<file path="src/rtl/counter_read_latch.sv">
// Read-side output latch for one 8254 counter: tracks/freezes the count and serves it bytewise.
// Optional Read-Back status path enabled by defining READBACK_STATUS_EN.
module counter_read_latch #(
   parameter int unsigned COUNT_W = 16,
   parameter int unsigned DATA_W  = 8
) (
   input  logic               CLK,
   input  logic               RESET,
   input  logic [COUNT_W-1:0] current_count,
   input  logic [1:0]         RW,
   input  logic               counter_programmed,
   input  logic               latch_cmd,
   input  logic               status_latch_cmd,
   input  logic [DATA_W-1:0]  status_in,
   input  logic               read_strobe,
   output logic [DATA_W-1:0]  data_out,
   output logic               data_valid,
   output logic               count_latched,
   output logic               status_latched
);

   logic [COUNT_W-1:0] out_latch;
   logic               byte_ptr;
   logic [DATA_W-1:0]  status_byte;

   logic [DATA_W-1:0]  byte_sel;
   logic               byte_ptr_nxt;
   logic               rd_done;
   logic               status_rd;
   logic               rd_eff;
   logic               latch_ok;

   assign rd_eff = read_strobe & ~counter_programmed;

   // Read decode uses register state at the start of the cycle; status byte takes precedence.
   always_comb begin
      byte_sel     = '0;
      byte_ptr_nxt = byte_ptr;
      rd_done      = 1'b0;
      status_rd    = 1'b0;
      if (status_latched) begin
         byte_sel  = status_byte;
         status_rd = 1'b1;
      end else begin
         case (RW)
            2'b01: begin
               byte_sel = out_latch[DATA_W-1:0];
               rd_done  = 1'b1;
            end
            2'b10: begin
               byte_sel = out_latch[COUNT_W-1:DATA_W];
               rd_done  = 1'b1;
            end
            2'b11: begin
               if (!byte_ptr) begin
                  byte_sel     = out_latch[DATA_W-1:0];
                  byte_ptr_nxt = 1'b1;
               end else begin
                  byte_sel     = out_latch[COUNT_W-1:DATA_W];
                  byte_ptr_nxt = 1'b0;
                  rd_done      = 1'b1;
               end
            end
            default: begin
               byte_sel = '0;
            end
         endcase
      end
   end

   // A completing read frees the latch in the same cycle, so a coincident latch_cmd is honoured.
   assign latch_ok = latch_cmd & ~counter_programmed & (~count_latched | (rd_eff & rd_done));

   always_ff @(posedge CLK or posedge RESET) begin
      if (RESET) begin
         out_latch     <= '0;
         count_latched <= 1'b0;
         byte_ptr      <= 1'b0;
         data_out      <= '0;
         data_valid    <= 1'b0;
      end else begin
         if (latch_ok || !count_latched) begin
            out_latch <= current_count;
         end

         if (counter_programmed) begin
            count_latched <= 1'b0;
         end else if (latch_ok) begin
            count_latched <= 1'b1;
         end else if (rd_eff && rd_done) begin
            count_latched <= 1'b0;
         end

         if (counter_programmed) begin
            byte_ptr <= 1'b0;
         end else if (rd_eff) begin
            byte_ptr <= byte_ptr_nxt;
         end

         data_valid <= read_strobe;
         if (read_strobe) begin
            data_out <= counter_programmed ? '0 : byte_sel;
         end
      end
   end

`ifdef READBACK_STATUS_EN
   logic [DATA_W-1:0] status_reg;
   logic              status_ok;

   assign status_ok   = status_latch_cmd & ~counter_programmed &
                        (~status_latched | (rd_eff & status_rd));
   assign status_byte = status_reg;

   always_ff @(posedge CLK or posedge RESET) begin
      if (RESET) begin
         status_reg     <= '0;
         status_latched <= 1'b0;
      end else begin
         if (status_ok) begin
            status_reg <= status_in;
         end
         if (counter_programmed) begin
            status_latched <= 1'b0;
         end else if (status_ok) begin
            status_latched <= 1'b1;
         end else if (rd_eff && status_rd) begin
            status_latched <= 1'b0;
         end
      end
   end
`else
   logic unused_status;

   assign unused_status  = ^{status_latch_cmd, status_in};
   assign status_byte    = '0;
   assign status_latched = 1'b0;
`endif

endmodule

</file>
<file path="config.mk">
export PLATFORM = sky130hd
export DESIGN_NAME = counter_read_latch
export DESIGN_NICKNAME = d
export VERILOG_FILES = /design/src/rtl/counter_read_latch.sv
export SDC_FILE = /design/constraint.sdc
export NUM_CORES = 1
export LEC_CHECK = 0
export ABC_AREA = 0
export CAP_MARGIN = 20
export CORE_MARGIN = 5
export CORE_UTILIZATION = 48
export DETAILED_ROUTE_END_ITERATION = 6
export MAX_ROUTING_LAYER = met4
export PLACE_DENSITY_LB_ADDON = 0.15
export SLEW_MARGIN = 20
export SYNTH_ARGS = -nofsm -noshare
export SYNTH_HDL_FRONTEND = slang
export SYNTH_SLANG_ARGS = --single-unit
</file>
<file path="constraint.sdc">
create_clock -name CLK -period 3 [get_ports CLK]
set_input_delay 0.3 -clock CLK [delete_from_list [all_inputs] [get_ports CLK]]
set_output_delay 0.3 -clock CLK [all_outputs]
set_load 0.02 [all_outputs]
</file>
Word-level counts from Yosys, hierarchy flattened
Index checks and enable logic that the tools add are counted.

Bits in registers: 27. Output and inout port bits: 11. Input bits: 32. Word-level logic and storage cells: 35.

Equality and inequality tests: 3. Bitwise logic cells: 7. Muxes and demuxes: 12. Reductions and logical operators: 8.

Operators with widths (number): $pmux W8 S3 (1); $mux W8 (2); $mux W1 (8); $and A1 B1 Y1 (4); $eq A2 B2 Y1 const B (2); $reduce_bool A2 Y1 (2); $reduce_bool A3 Y1 (1); $eq A2 B1 Y1 const B (1); $not A1 Y1 (2); $pmux W1 S2 (1); $reduce_and A2 Y1 (1); $reduce_or A2 Y1 (1); $logic_and A1 B1 Y1 (1); $logic_not A1 Y1 (1); $logic_or A1 B1 Y1 (1); $or A1 B1 Y1 (1).

Longest topological paths before layout
Depth after elaboration: 8. Gate-level depth with buffers: 6. Depth with buffers taken out: 5.

Worst setup path before layout
No wires, ideal clock.

Path kind: input to register. Start: input RW[0]. End: register out_latch[0]. Arrival time: 1.663 ns. Setup time: 0.125 ns. Stages: 6. Path buffers: 1. Data required time: 2.875 ns. Setup slack: 1.212 ns. Cell sequence: inv_1 ha_1 a21oi_2 o41ai_4 buf_8 mux2_4.

Cells in the longest elaborated chain, start to end: 7. Elaborated cells on any way between the ends: 9. Those cells by class: eq/ne: 3; mux: 1; bitwise: 3; reduce/logical: 2.

Ends and longest elaborated chain: start, declared (RTL line 10) `input logic [1:0] RW,`; $eq A2 B2 Y1 or $eq A2 B1 Y1 (tied branches) (RTL line 45) `case (RW)`; $reduce_or A2 Y1 (no line); $pmux W1 S2 * (RTL line 45); $and A1 B1 Y1 * (RTL line 72) `assign latch_ok = latch_cmd & ~counter_programmed & (~count_latched | (rd_eff & rd_done));`; $or A1 B1 Y1 * (RTL line 72); $and A1 B1 Y1 * (RTL line 72); $logic_or A1 B1 Y1 * (RTL line 82) `if (latch_ok || !count_latched) begin`; end signal, assigned (RTL line 83) `out_latch <= current_count;`; end, declared (RTL line 22) `logic [COUNT_W-1:0] out_latch;`.

Every way passes the cells marked *; elsewhere a longest branch is shown, timed or not. A chain may end at the register's enable or synchronous reset.

Worst setup path in the final report
Start: input RW[0]. End: register out_latch[9].

The elaborated chain is that of the path after synthesis.

==> results.json <==
{
  "hold_path.class": "in2async",
  "vias": 851,
  "fp.dieArea_um2": 3750,
  "cts_made_buffers": 3,
  "remaining_drc_errors": 0,
  "dp_slack_ns": 0.677,
  "syn_area_um2": 1260,
  "clockRootBuffer": "clkbuf_4",
  "gr-usage-met2_pct": 25.1,
  "grt-busiest-layer": "met2",
  "period_needed_ns": 1.98,
  "power.density_nw_per_um2": 447,
  "grt_pass1_wl_um": 4150,
  "grt_max_degree": 28,
  "cts_buffer_depth": 2,
  "overflow": 0,
  "maxSlewViolCount": 0,
  "reg2regPathDepth": 4,
  "portBuffers": 32,
  "nFillCells": 175,
  "crit_fanout": 8,
  "postCtsSetupBuffers": 0,
  "start_util_pct": 50.4,
  "multi_input_area_um2": 539,
  "pin_count": 43,
  "via_per_inst": 5.39,
  "antenna_cells": 0,
  "syn_area_per_cell_um2": 13.8,
  "routed_wl_um": 2590,
  "clk_pin_slew_worst_paths_ns": 0.14,
  "cts_tree": "built",
  "antenna_found_initial": 0,
  "hpwlAfterDp_um": 1840,
  "p_total_mw": 0.745,
  "post-route-period-util_pct": 66.0,
  "drt_iter0_drc": 25,
  "drt-wirelength-per-cell_um": 16.4,
  "r2r-start": "byte_ptr$_DFFE_PP0P_",
  "slew_headroom_pct": 65.5,
  "grt_usage_pct": 15.6,
  "cp.arrival_ns": 2.21,
  "fin_ws_ns": 1.02,
  "ir_drop_mv": 0.384,
  "place_congestion": 0.747,
  "clkLatencyLatePin_ns": 0.32,
  "die_y_um": 61.2,
  "cp.required_ns": 3.22,
  "drive_gt1_share_pct": 22.7,
  "ctsHoldBuffers": 0,
  "end_kind": "register",
  "timing.rr.end": "out_latch[9]$_DFFE_PP0P_",
  "seq_area_frac_synth_pct": 53.6,
  "design.core.area_um2": 2500,
  "final.setup.tns_ns": 0,
  "maxCapViolations": 0,
  "grt_use_met1_pct": 19.2,
  "setup_viol": 0,
  "hold_viol_final": 0,
  "gr-usage-met3_pct": 2.52,
  "synth_nets": 127,
  "fmax_ghz": 0.505,
  "die_w_um": 61.2,
  "cts.sinks": 27,
  "yosys_warnings": 0,
  "status": "completed",
  "worstSetupPathType": "in2reg",
  "regArea_um2": 676,
  "htreeDepth": 1,
  "hold_ws_ns": 0.163,
  "ant_nets": 0,
  "ys_ff_latch": 27,
  "tightest_slew_ns": 0.515,
  "fin_nets": 165,
  "placementRows": 18,
  "rrSetupSlack_ns": 1.38,
  "drt_pass1_iterations": 4,
  "yosysUniqueCellTypes": 25,
  "syn_inst": 91,
  "leakage_nw": 0.752,
  "startpoint_type": "input pin",
  "grt_pass1_vias": 909,
  "synthToLayoutAreaGrowth_pct": 32.3,
  "cts_resized": 0,
  "rsz0062_at_grt": "no",
  "skew_ns": 0.00266
}
## where the power goes
group / total, mW / leakage (nW) / internal [mW] / switching, mW
Combinational: 0.168 / 0.403 / 0.101 / 0.0671
Sequential: 0.421 / 0.332 / 0.398 / 0.0230
Clock: 0.156 / 0.0177 / 0.0499 / 0.107
Total: 0.745 / 0.752 / 0.548 / 0.197
## metal layers
metal | share of wire [%] | up-vias
li1 | - | 399
met1 | 43 | 423
met2 | 51 | 27
met3 | 5.3 | 2
met4 | 0.46 | 0
met5 | 0 | -
## critical path, stage by stage
cell and delay, ns:
clkdlybuf4s50_1 0.52, inv_1 0.08, ha_1 0.21, nand2b_1 0.22, o41ai_4 0.27, buf_4 0.25, mux2_2 0.35
## state kept, by name, summed over array words and instances (netlist names)
name / cells
out_latch: 16
data_out: 8
byte_ptr: 1
count_latched: 1
data_valid: 1
## cell usage after synthesis, drive strengths merged
cell,count,area (µm²)
nor3,1,5.00
o41ai,1,27.5
nor2b,6,37.5
nand2,3,11.3
buf,2,22.5
clkbuf,1,3.75
conb,1,3.75
a21oi,5,28.8
o21ai,1,5.00
nand2b,1,6.26
nor3b,1,7.51
inv,5,18.8
a221o,6,60.1
a31oi,2,12.5
mux2,18,240
a22oi,2,15.0
dfrtp,27,676
and2b,1,8.76
ha,4,50.1
nor2,1,3.75
o21a,1,7.51
xor2,1,8.76
## cells in the final DEF, fill, tap and decap left out
cell              n
and2b_2           1
a221o_1           6
inv_1             4
a21oi_2           1
xor2_1            1
o41ai_4           1
a21oi_1           4
o21a_1            1
a22oi_1           2
nor2_1            1
nor3b_1           1
dfrtp_1          27
clkdlybuf4s50_1  32
o21ai_0           1
nor2b_1           6
clkbuf_16         1
ha_1              4
clkbuf_4          3
nand2_1           3
mux2_2            8
conb_1            1
clkinv_1          1
mux2_4           10
nor3_1            1
nand2b_1          1
clkinv_2          1
buf_4             3
a31oi_1           2
## cell families after synthesis
kind of cell | after synthesis | synth area share [%]
flops | 27 | 53.6
compound gates | 18 | 12.4
mux | 18 | 19.1
simple gates | 14 | 6.36
buf+inv | 8 | 3.57
fa+ha+maj | 4 | 3.97
other cells | 1 | 0.298
xor+xnor | 1 | 0.695
## worst max path at each step
stage                     start                        to  slack, ns  cells after the start
global placement    read_strobe  out_latch[9]$_DFFE_PP0P_       0.71                      5
finish                    RW[0]  out_latch[9]$_DFFE_PP0P_       1.02                      7
detailed placement        RW[0]  out_latch[9]$_DFFE_PP0P_       0.68                      7
floorplan                 RW[0]  out_latch[0]$_DFFE_PP0P_       1.21                      6
global route        read_strobe  out_latch[9]$_DFFE_PP0P_       0.94                      5
CTS                       RW[0]  out_latch[9]$_DFFE_PP0P_       1.02                      7
## final cells by class
cell class | instances | share of cell area (%)
sequential | 27 | 40.5
multi-input combinational | 56 | 32.4
timing repair buffer | 36 | 22.1
tap | 30 | 2.25
clock buffer | 3 | 1.35
inverter | 5 | 1.13
clock inverter | 1 | 0.300
## stage by stage
step	cells	utilization, %	cell area [µm²]
6_report	158	66.7	1670
5_1_grt	158	66.7	1670
4_1_cts	157	65.7	1640
3_5_place_dp	153	64.6	1610
3_3_place_gp	153	64.6	1610
2_1_floorplan	91	-	1260
(Power assumes the default switching activity.)
